--- src/rtl/decoder2to4_seq_pkg.sv ---
// Shared types and constants for the sequenced 2-to-4 decoder.
package decoder_pkg;

    typedef enum logic [1:0] {
        IDLE = 2'd0,
        HOLD = 2'd1,
        GAP  = 2'd2
    } dec_state_t;

    localparam int DEC_W    = 32'sd2;
    localparam int ONEHOT_W = 32'sd4;

    // Counter must hold the larger of the two loads; never narrower than one bit.
    function automatic int cnt_width(input int hold, input int gap);
        int m;
        m = (hold > gap) ? hold : gap;
        return ($clog2(m + 32'sd1) < 32'sd1) ? 32'sd1 : $clog2(m + 32'sd1);
    endfunction

endpackage

--- src/rtl/decoder2to4.sv ---
// Combinational 2-to-4 one-hot decoder; en low forces all-zero.
module decoder2to4
    import decoder_pkg::*;
(
    input  logic                en,
    input  logic [DEC_W-1:0]    code_in,
    output logic [ONEHOT_W-1:0] onehot
);

    // Decode the code to a single active line when enabled.
    always_comb begin
        onehot = 4'b0000;
        if (en) begin
            case (code_in)
                2'b00:   onehot = 4'b0001;
                2'b01:   onehot = 4'b0010;
                2'b10:   onehot = 4'b0100;
                2'b11:   onehot = 4'b1000;
                default: onehot = 4'b0000;
            endcase
        end else begin
            onehot = 4'b0000;
        end
    end

endmodule

--- src/rtl/decoder2to4_seq.sv ---
// Sequenced 2-to-4 decoder: accepts a code over valid/ready, holds the
// one-hot line for HOLD cycles, then idles for GAP cycles.
module decoder2to4_seq
    import decoder_pkg::*;
#(
    parameter int HOLD = 32'sd4,
    parameter int GAP  = 32'sd1
) (
    input  logic                clk,
    input  logic                rst,
    input  logic                enable,
    input  logic [DEC_W-1:0]    code_in,
    input  logic                code_valid,
    output logic                code_ready,
    output logic [ONEHOT_W-1:0] d_out,
    output logic                busy,
    output logic                done
);

    localparam int CNT_W = cnt_width(HOLD, GAP);

    localparam dec_state_t ST_IDLE = decoder_pkg::IDLE;
    localparam dec_state_t ST_HOLD = decoder_pkg::HOLD;
    localparam dec_state_t ST_GAP  = decoder_pkg::GAP;

    localparam logic [CNT_W-1:0] CNT_ZERO  = CNT_W'(32'd0);
    localparam logic [CNT_W-1:0] CNT_ONE   = CNT_W'(32'd1);
    localparam logic [CNT_W-1:0] HOLD_LOAD = CNT_W'(HOLD - 32'sd1);
    localparam logic [CNT_W-1:0] GAP_LOAD  = CNT_W'((GAP > 32'sd0) ? (GAP - 32'sd1) : 32'sd0);
    localparam bit               GAP_ZERO  = (GAP == 32'sd0);
    localparam bit               HOLD_ONE  = (HOLD == 32'sd1);

    dec_state_t           state_r;
    logic [CNT_W-1:0]     cnt_r;
    logic                 accept_s;
    logic [ONEHOT_W-1:0]  next_d_s;

    // With GAP==0 the last hold cycle doubles as an accept slot for back-to-back codes.
    assign code_ready = enable && ((state_r == ST_IDLE) ||
                                   ((state_r == ST_HOLD) && (cnt_r == CNT_ZERO) && GAP_ZERO));
    assign accept_s   = code_valid && code_ready;

    decoder2to4 u_dec (
        .en      (accept_s),
        .code_in (code_in),
        .onehot  (next_d_s)
    );

    // FSM, hold/gap counter and registered outputs.
    always_ff @(posedge clk) begin
        if (rst || !enable) begin
            state_r <= ST_IDLE;
            cnt_r   <= CNT_ZERO;
            d_out   <= 4'b0000;
            busy    <= 1'b0;
            done    <= 1'b0;
        end else begin
            case (state_r)
                ST_IDLE: begin
                    if (accept_s) begin
                        state_r <= ST_HOLD;
                        cnt_r   <= HOLD_LOAD;
                        d_out   <= next_d_s;
                        busy    <= 1'b1;
                        done    <= HOLD_ONE;
                    end else begin
                        d_out   <= 4'b0000;
                        busy    <= 1'b0;
                        done    <= 1'b0;
                    end
                end
                ST_HOLD: begin
                    if (cnt_r != CNT_ZERO) begin
                        // done is registered, so raise it one edge ahead of the final hold cycle.
                        cnt_r   <= cnt_r - CNT_ONE;
                        done    <= (cnt_r == CNT_ONE);
                    end else if (!GAP_ZERO) begin
                        state_r <= ST_GAP;
                        cnt_r   <= GAP_LOAD;
                        d_out   <= 4'b0000;
                        busy    <= 1'b1;
                        done    <= 1'b0;
                    end else if (accept_s) begin
                        cnt_r   <= HOLD_LOAD;
                        d_out   <= next_d_s;
                        busy    <= 1'b1;
                        done    <= HOLD_ONE;
                    end else begin
                        state_r <= ST_IDLE;
                        d_out   <= 4'b0000;
                        busy    <= 1'b0;
                        done    <= 1'b0;
                    end
                end
                ST_GAP: begin
                    done <= 1'b0;
                    if (cnt_r == CNT_ZERO) begin
                        state_r <= ST_IDLE;
                        busy    <= 1'b0;
                    end else begin
                        cnt_r   <= cnt_r - CNT_ONE;
                        busy    <= 1'b1;
                    end
                end
                default: begin
                    state_r <= ST_IDLE;
                    cnt_r   <= CNT_ZERO;
                    d_out   <= 4'b0000;
                    busy    <= 1'b0;
                    done    <= 1'b0;
                end
            endcase
        end
    end

endmodule

--- config.mk ---
export PLATFORM = sky130hd
export DESIGN_NAME = decoder2to4_seq
export DESIGN_NICKNAME = d
export VERILOG_FILES = /design/src/rtl/decoder2to4_seq_pkg.sv /design/src/rtl/decoder2to4.sv /design/src/rtl/decoder2to4_seq.sv
export SDC_FILE = /design/constraint.sdc
export NUM_CORES = 1
export LEC_CHECK = 0
export ABC_AREA = 0
export CORE_AREA = 4 4 41 43
export CTS_BUF_LIST = sky130_fd_sc_hd__clkbuf_4 sky130_fd_sc_hd__clkbuf_8 sky130_fd_sc_hd__clkbuf_16
export DETAILED_ROUTE_END_ITERATION = 12
export DIE_AREA = 0 0 45 47
export PLACE_DENSITY_LB_ADDON = 0.15
export SLEW_MARGIN = 20
export SYNTH_ARGS = -nofsm -noshare
export SYNTH_HDL_FRONTEND = slang
export SYNTH_HIERARCHICAL = 1
export SYNTH_SLANG_ARGS = --single-unit
--- constraint.sdc ---
create_clock -name clk -period 2 [get_ports clk]
set_clock_uncertainty 0.2 [all_clocks]
set_input_delay 0.2 -clock clk [delete_from_list [all_inputs] [get_ports clk]]
set_output_delay 0.2 -clock clk [all_outputs]
set_load 0.05 [all_outputs]
==> metrics.txt, run 1 <==
hold_buf cts=0; first-pass GRT wire length=2.159 mm; most common cell after layout, fill and taps aside=clkdlybuf4s50_1; min cycle time layout=approximately 1.8 ns; Starting Density=0.4577; Core Rows=13; endpoint type of the worst setup path=output pin; CTS tree=done; critical path's top delay family=buffers and inverters; Filler cells=around 120; largest net degree at the start of global routing=12; ys flop type=dfxtp_1; io pins=13; count of cell types in the netlist=33; largest area contributor in the netlist=dfxtp_1; DRT iter0 DRCs=9; Tcrit/Tclk final=0.9130; Mean Syn Cell Area=around 9.5 um2; aggregate global routing overflow=0; Core Area=about 0.0013 mm2; pwr dens=between 500 and 600 mW/mm2; CP required=between 1.5 and 2 ns; Least-Margin Pin Slew=between 0.5 and 0.6 ns; Gate Count Post-Synth=63; vias in the first global route=494; Fin. Hold Viols=0; ant diodes=0; Post-Route WL=about 1.3 mm; gr usage total=0.1472; total chip power=0.4699 mW; Yosys reg bits=11; Synth area leaders=dfxtp_1 37%, ha_1 6.3%, a22oi_1 5.0%; worst-skew pair later-pin latency=roughly 0.28 ns; RSZ-0062 raised after global routing=false; antenna violations before repair=0; number of buffers created by CTS=3; CTS Root Cell=clkbuf_4; sequential-to-total area share from yosys stat=0.3697; synthesized area=~600 um2; worst-path cell chain=clkdlybuf4s50_1; max-cap violations=0; clock sink count=11; status=finished, final reports clean; Setup Viol. Count Final=0; fraction of registers with async set/reset=0; area grow syn2layout=31.51%; Leakage=approximately 0.29 nW; max incr delay on CP=around 0.81 ns; CP bufs+invs=1; WP data arrival=1.43 ns; CTS H-tree lvls=1; Worst Path Max Fanout=2; Setup Crit Path Kind=reg -> out; via count=around 510; Net Count, Synth=slightly above 70; Die Wd=between 40 and 50 um; Worst-path clk slew=~0.070 ns; hold slack=roughly 0.28 ns; min-delay worst type=reg -> reg; most frequent cells in the layout=11 x clkdlybuf4s50_1, 10 x dfxtp_1, 6 x nor2_1; Placer Congestion=0.6920; VDD IR max=between 0.2 and 0.3 mV; setup TNS=0 ns; layout net count=90; chip height=47 um; post-route ant nets=0; die area=around 0.0021 mm2; Ys Warns=6; clk buf depth=2; fmax=between 500 and 600 MHz; DR DRC count=0; post-detail-place hpwl=924.1 um; fraction of layout instances using a drive strength above 1=0.2000; startpoint types=flip-flop; DRT Pass-1 Iters=3; post-synth top area share=0.3697; IO buf count=12; number of vias per cell=between 5 and 6; Final Max Slew Viols=0; Slew HR=0.6588; EDFF count, synth=0; slowest CP cell=clkdlybuf4s50_1; WL per Instance=13.53 um
==> metal layers <==
layer  vias to the layer above  share of wire  global-route usage
met5                         -              0                   0
met4                         0          0.019             0.08772
met3                         5          0.052             0.05747
met2                        12           0.48              0.2345
met1                       230           0.45              0.1667
li1                        259              -                   -
==> final cells by class <==
type / count / area (um2) / area share
inverters: 4 / 15.01 / 0.01917
clock buffers: 4 / 30.03 / 0.03834
well taps: 15 / 18.77 / 0.02396
multi-input cells: 46 / 345.3 / 0.4409
repair buffers: 15 / 152.6 / 0.1949
flip-flops and latches: 11 / 221.5 / 0.2827
==> registers in the layout, indices dropped and copies added (netlist names) <==
name	cells
state_r	2
cnt_r	3
d_out	4
busy	1
done	1
==> path summary, 6_finish.rpt <==
kind,endpoint,slack (ns),start,depth (start not counted)
setup reg to reg,cnt_r[2],0.21,cnt_r[0],6
hold / removal,cnt_r[1],0.28,cnt_r[1],2
setup / recovery,d_out[0],0.17,d_out[0],1
hold reg to reg,cnt_r[1],0.28,cnt_r[1],2
==> through the flow <==
stage / util / instances / cell area, um2 / setup WS, ns
final: 0.6019 / 95 / 783.3 / 0.1741
after global routing: 0.6019 / 95 / 783.3 / 0.08051
after CTS: 0.5894 / 93 / 767.0 / 0.04041
after detailed placement: 0.5663 / 89 / 737.0 / 0.07415
after global placement: 0.5663 / 89 / 737.0 / 0.1350
after floorplan: - / 63 / 595.6 / 0.2002
==> what timing repair did <==
action	4_1_cts	5_1_grt
gates resized for setup	0	1
setup endpoints to repair	0	1
buffers inserted	0	2
==> where the power goes <==
group	internal [mW]	switching, mW
registers	0.222	0.00402
clock network	0.0911	0.0812
logic	0.0336	0.0376
total	0.347	0.123
==> cells in the mapped netlist (2+ instances only) <==
master / n
nand2b_1: 4
and3b_1: 2
a211oi_1: 2
nand2_1: 2
a22oi_1: 4
and2_1: 2
dfxtp_1: 11
ha_1: 3
inv_1: 3
nor2_1: 6
a211o_1: 2
==> logic make-up after synthesis <==
| family | synth area share |
|---|---|
| AND/OR/NAND/NOR | 0.3067 |
| multiplexers | 0.01681 |
| AO/OA/AOI/OAI | 0.1933 |
| flip-flops | 0.3697 |
| buffers and inverters | 0.05041 |
| adder cells (fa/ha/maj) | 0.06303 |
Power figures use the tool's default switching activity.
==> run 2: changes to the inputs <==
CTS_CLUSTER_DIAMETER = 200   (was unset)
CTS_CLUSTER_SIZE = 30   (was unset)
TNS_END_PERCENT = 1   (was unset)
==> results of run 2 <==
No change in the layout: final DEF, timing and power equal those of run 1.
==> run 3: changes to the inputs <==
CTS_BUF_LIST = sky130_fd_sc_hd__clkbuf_8   (was sky130_fd_sc_hd__clkbuf_4 sky130_fd_sc_hd__clkbuf_8 sky130_fd_sc_hd__clkbuf_16)
==> run 3 against run 2 <==
Against the previous run: register-to-register slack got worse by 0.07 ns; global-route usage did not move; final area did not move; critical path type is now reg -> reg; largest power group unchanged.
==> metrics.txt, run 3 (synthesis gave the netlist of run 1 again) <==
DRT Pass-1 Iters=2 (was 3); worst-skew pair later-pin latency=0.24 ns (was 0.28 ns); Core Rows=13 (unchanged); Starting Density=0.4577 (unchanged); pwr dens=663.3 mW/mm2 (was 599.9 mW/mm2); max reg flops=4 (unchanged); Hold Path Stages=2 (unchanged); fraction of layout instances using a drive strength above 1=0.1667 (was 0.2000); RSZ-0062 raised after global routing=false (unchanged); status=finished, final reports clean (unchanged); Fin. Hold Viols=0 (unchanged); Worst Path Max Fanout=7 (was 2); VDD IR max=0.3512 mV (was 0.2814 mV); Die Wd=45 um (unchanged); fmax=537.2 MHz (was 547.7 MHz); Core Area=0.001301 mm2 (unchanged); area grow syn2layout=31.51% (unchanged); via count=500 (was 506); Leakage=0.2869 nW (was 0.2892 nW); first-pass GRT wire length=2.159 mm (unchanged); antenna violations before repair=0 (unchanged); placed cell area=737.0 um2 (unchanged); layout net count=88 (was 90); CTS H-tree lvls=1 (unchanged); Reg-to-Reg Start=cnt_r[0] (unchanged); min-delay worst type=reg -> reg (unchanged); Placer Congestion=0.6920 (unchanged); Worst-path clk slew=0.05 ns (was 0.07 ns); most frequent cells in the layout=11 x clkdlybuf4s50_1, 10 x dfxtp_1, 6 x nor2_1 (unchanged); slowest CP cell=or4b_1 (was clkdlybuf4s50_1); min cycle time layout=1.862 ns (was 1.826 ns); post-detail-place hpwl=924.1 um (unchanged); clock sink count=11 (unchanged); chip height=47 um (unchanged); Filler cells=118 (was 121); hold slack=0.2786 ns (was 0.2814 ns); WP data arrival=1.81 ns (was 1.43 ns); final std cells w/o fill=93 (was 95); endpoint type of the worst setup path=flip-flop (was output pin); critical path's top delay family=simple AND/OR/NAND/NOR gates (was buffers and inverters); hold_buf cts=0 (unchanged); number of vias per cell=5.376 (was 5.326); placed cells=89 (unchanged); aggregate global routing overflow=0 (unchanged); reg2reg path depth=6 (unchanged); WL per Instance=13.42 um (was 13.53 um); Setup Crit Path Kind=reg -> reg (was reg -> out); startpoint types=flip-flop (unchanged); pre-CTS setup slack=0.07415 ns (unchanged); Worst Setup SP=cnt_r[0] (was d_out[0]); reg-to-reg endpoint=cnt_r[2] (unchanged); setup TNS=0 ns (unchanged); CP required=1.95 ns (was 1.60 ns); number of buffers created by CTS=3 (unchanged); Slew HR=0.6635 (was 0.6588); Hold Path End=cnt_r[1] (unchanged); total chip power=0.5196 mW (was 0.4699 mW); io pins=13 (unchanged); most common cell after layout, fill and taps aside=clkdlybuf4s50_1 (unchanged); DRT iter0 DRCs=4 (was 9); max-cap violations=0 (unchanged); largest registers=d_out: 4 flops, cnt_r: 3 flops, state_r: 2 flops (unchanged); # resized after CTS=0 (unchanged); Final Max Slew Viols=0 (unchanged); IO buf count=12 (unchanged); max incr delay on CP=0.46 ns (was 0.81 ns); post-route ant nets=0 (unchanged); ant diodes=0 (unchanged); gr usage total=0.1472 (unchanged); postcts setup bufs=0 (unchanged); DR DRC count=0 (unchanged); Most flops, register=d_out (unchanged); clk buf depth=2 (unchanged); CTS tree=done (unchanged); vias in the first global route=500 (was 494); CTS Root Cell=clkbuf_8 (was clkbuf_4); Post-Route WL=1.248 mm (was 1.285 mm); fin util=0.6019 (unchanged); worst-path cell chain=inv_1 > ha_1 > nor2b_1 > o21ai_4 > or4b_1 > o311ai_1 (was clkdlybuf4s50_1); Least-Margin Pin Slew=0.5032 ns (was 0.5101 ns); reg2reg setup slack=0.14 ns (was 0.21 ns); Tcrit/Tclk final=0.9308 (was 0.9130); CP bufs+invs=1 (unchanged); Final Cell Area=783.3 um2 (unchanged); final setup margin=0.1384 ns (was 0.1741 ns); largest net degree at the start of global routing=12 (unchanged); die area=0.002115 mm2 (unchanged); Setup Viol. Count Final=0 (unchanged); HP Start=cnt_r[1] (unchanged)
-- run 3: cell count changes in the layout (fill, tap and decap cells not counted), sizes merged --
cell	delta
buf	-2
clkbuf	-1
inv	+1
-- run 3: metal layers --
layer / GRT usage / up-vias / part of all wire / routed length (um)
met2: 0.2345 / 9 / 0.48 / 601
met4: 0.08772 / 0 / 0.013 / 16
li1: - / 256 / - / -
met3: 0.05747 / 2 / 0.038 / 48
met1: 0.1667 / 233 / 0.47 / 582
met5: 0 / - / 0 / 0
-- run 3: area by class of cell --
class | instances | area [um2] | share of cell area
Clock buffer | 3 | 41.29 | 0.05272
Clock inverter | 1 | 3.754 | 0.004792
Inverter | 4 | 15.01 | 0.01917
Multi-Input combinational cell | 46 | 345.3 | 0.4409
Sequential cell | 11 | 221.5 | 0.2827
Tap cell | 15 | 18.77 | 0.02396
Timing Repair Buffer | 13 | 137.6 | 0.1757
-- run 3: how the worst max path moves through the flow --
stage                    end  slack [ns]  cells after the start
CTS                 cnt_r[2]        0.05                      6
detailed placement  cnt_r[2]        0.07                      6
global route        cnt_r[2]       0.003                      6
floorplan           cnt_r[2]        0.20                      6
global placement    cnt_r[2]        0.13                      6
finish              cnt_r[2]        0.14                      6
-- run 3: report_power, final --
group | internal [mW] | total [mW] | leakage (nW) | switching, mW
Combinational | 0.0328 | 0.0698 | 0.171 | 0.0371
Sequential | 0.223 | 0.227 | 0.0894 | 0.00403
Clock | 0.135 | 0.223 | 0.0269 | 0.0875
Total | 0.391 | 0.520 | 0.287 | 0.129
-- run 3: worst min-delay path: stages, from the launching register on --
cell     delay (ns)
dfxtp_1        0.30
nand2_1        0.05
a31oi_1        0.07
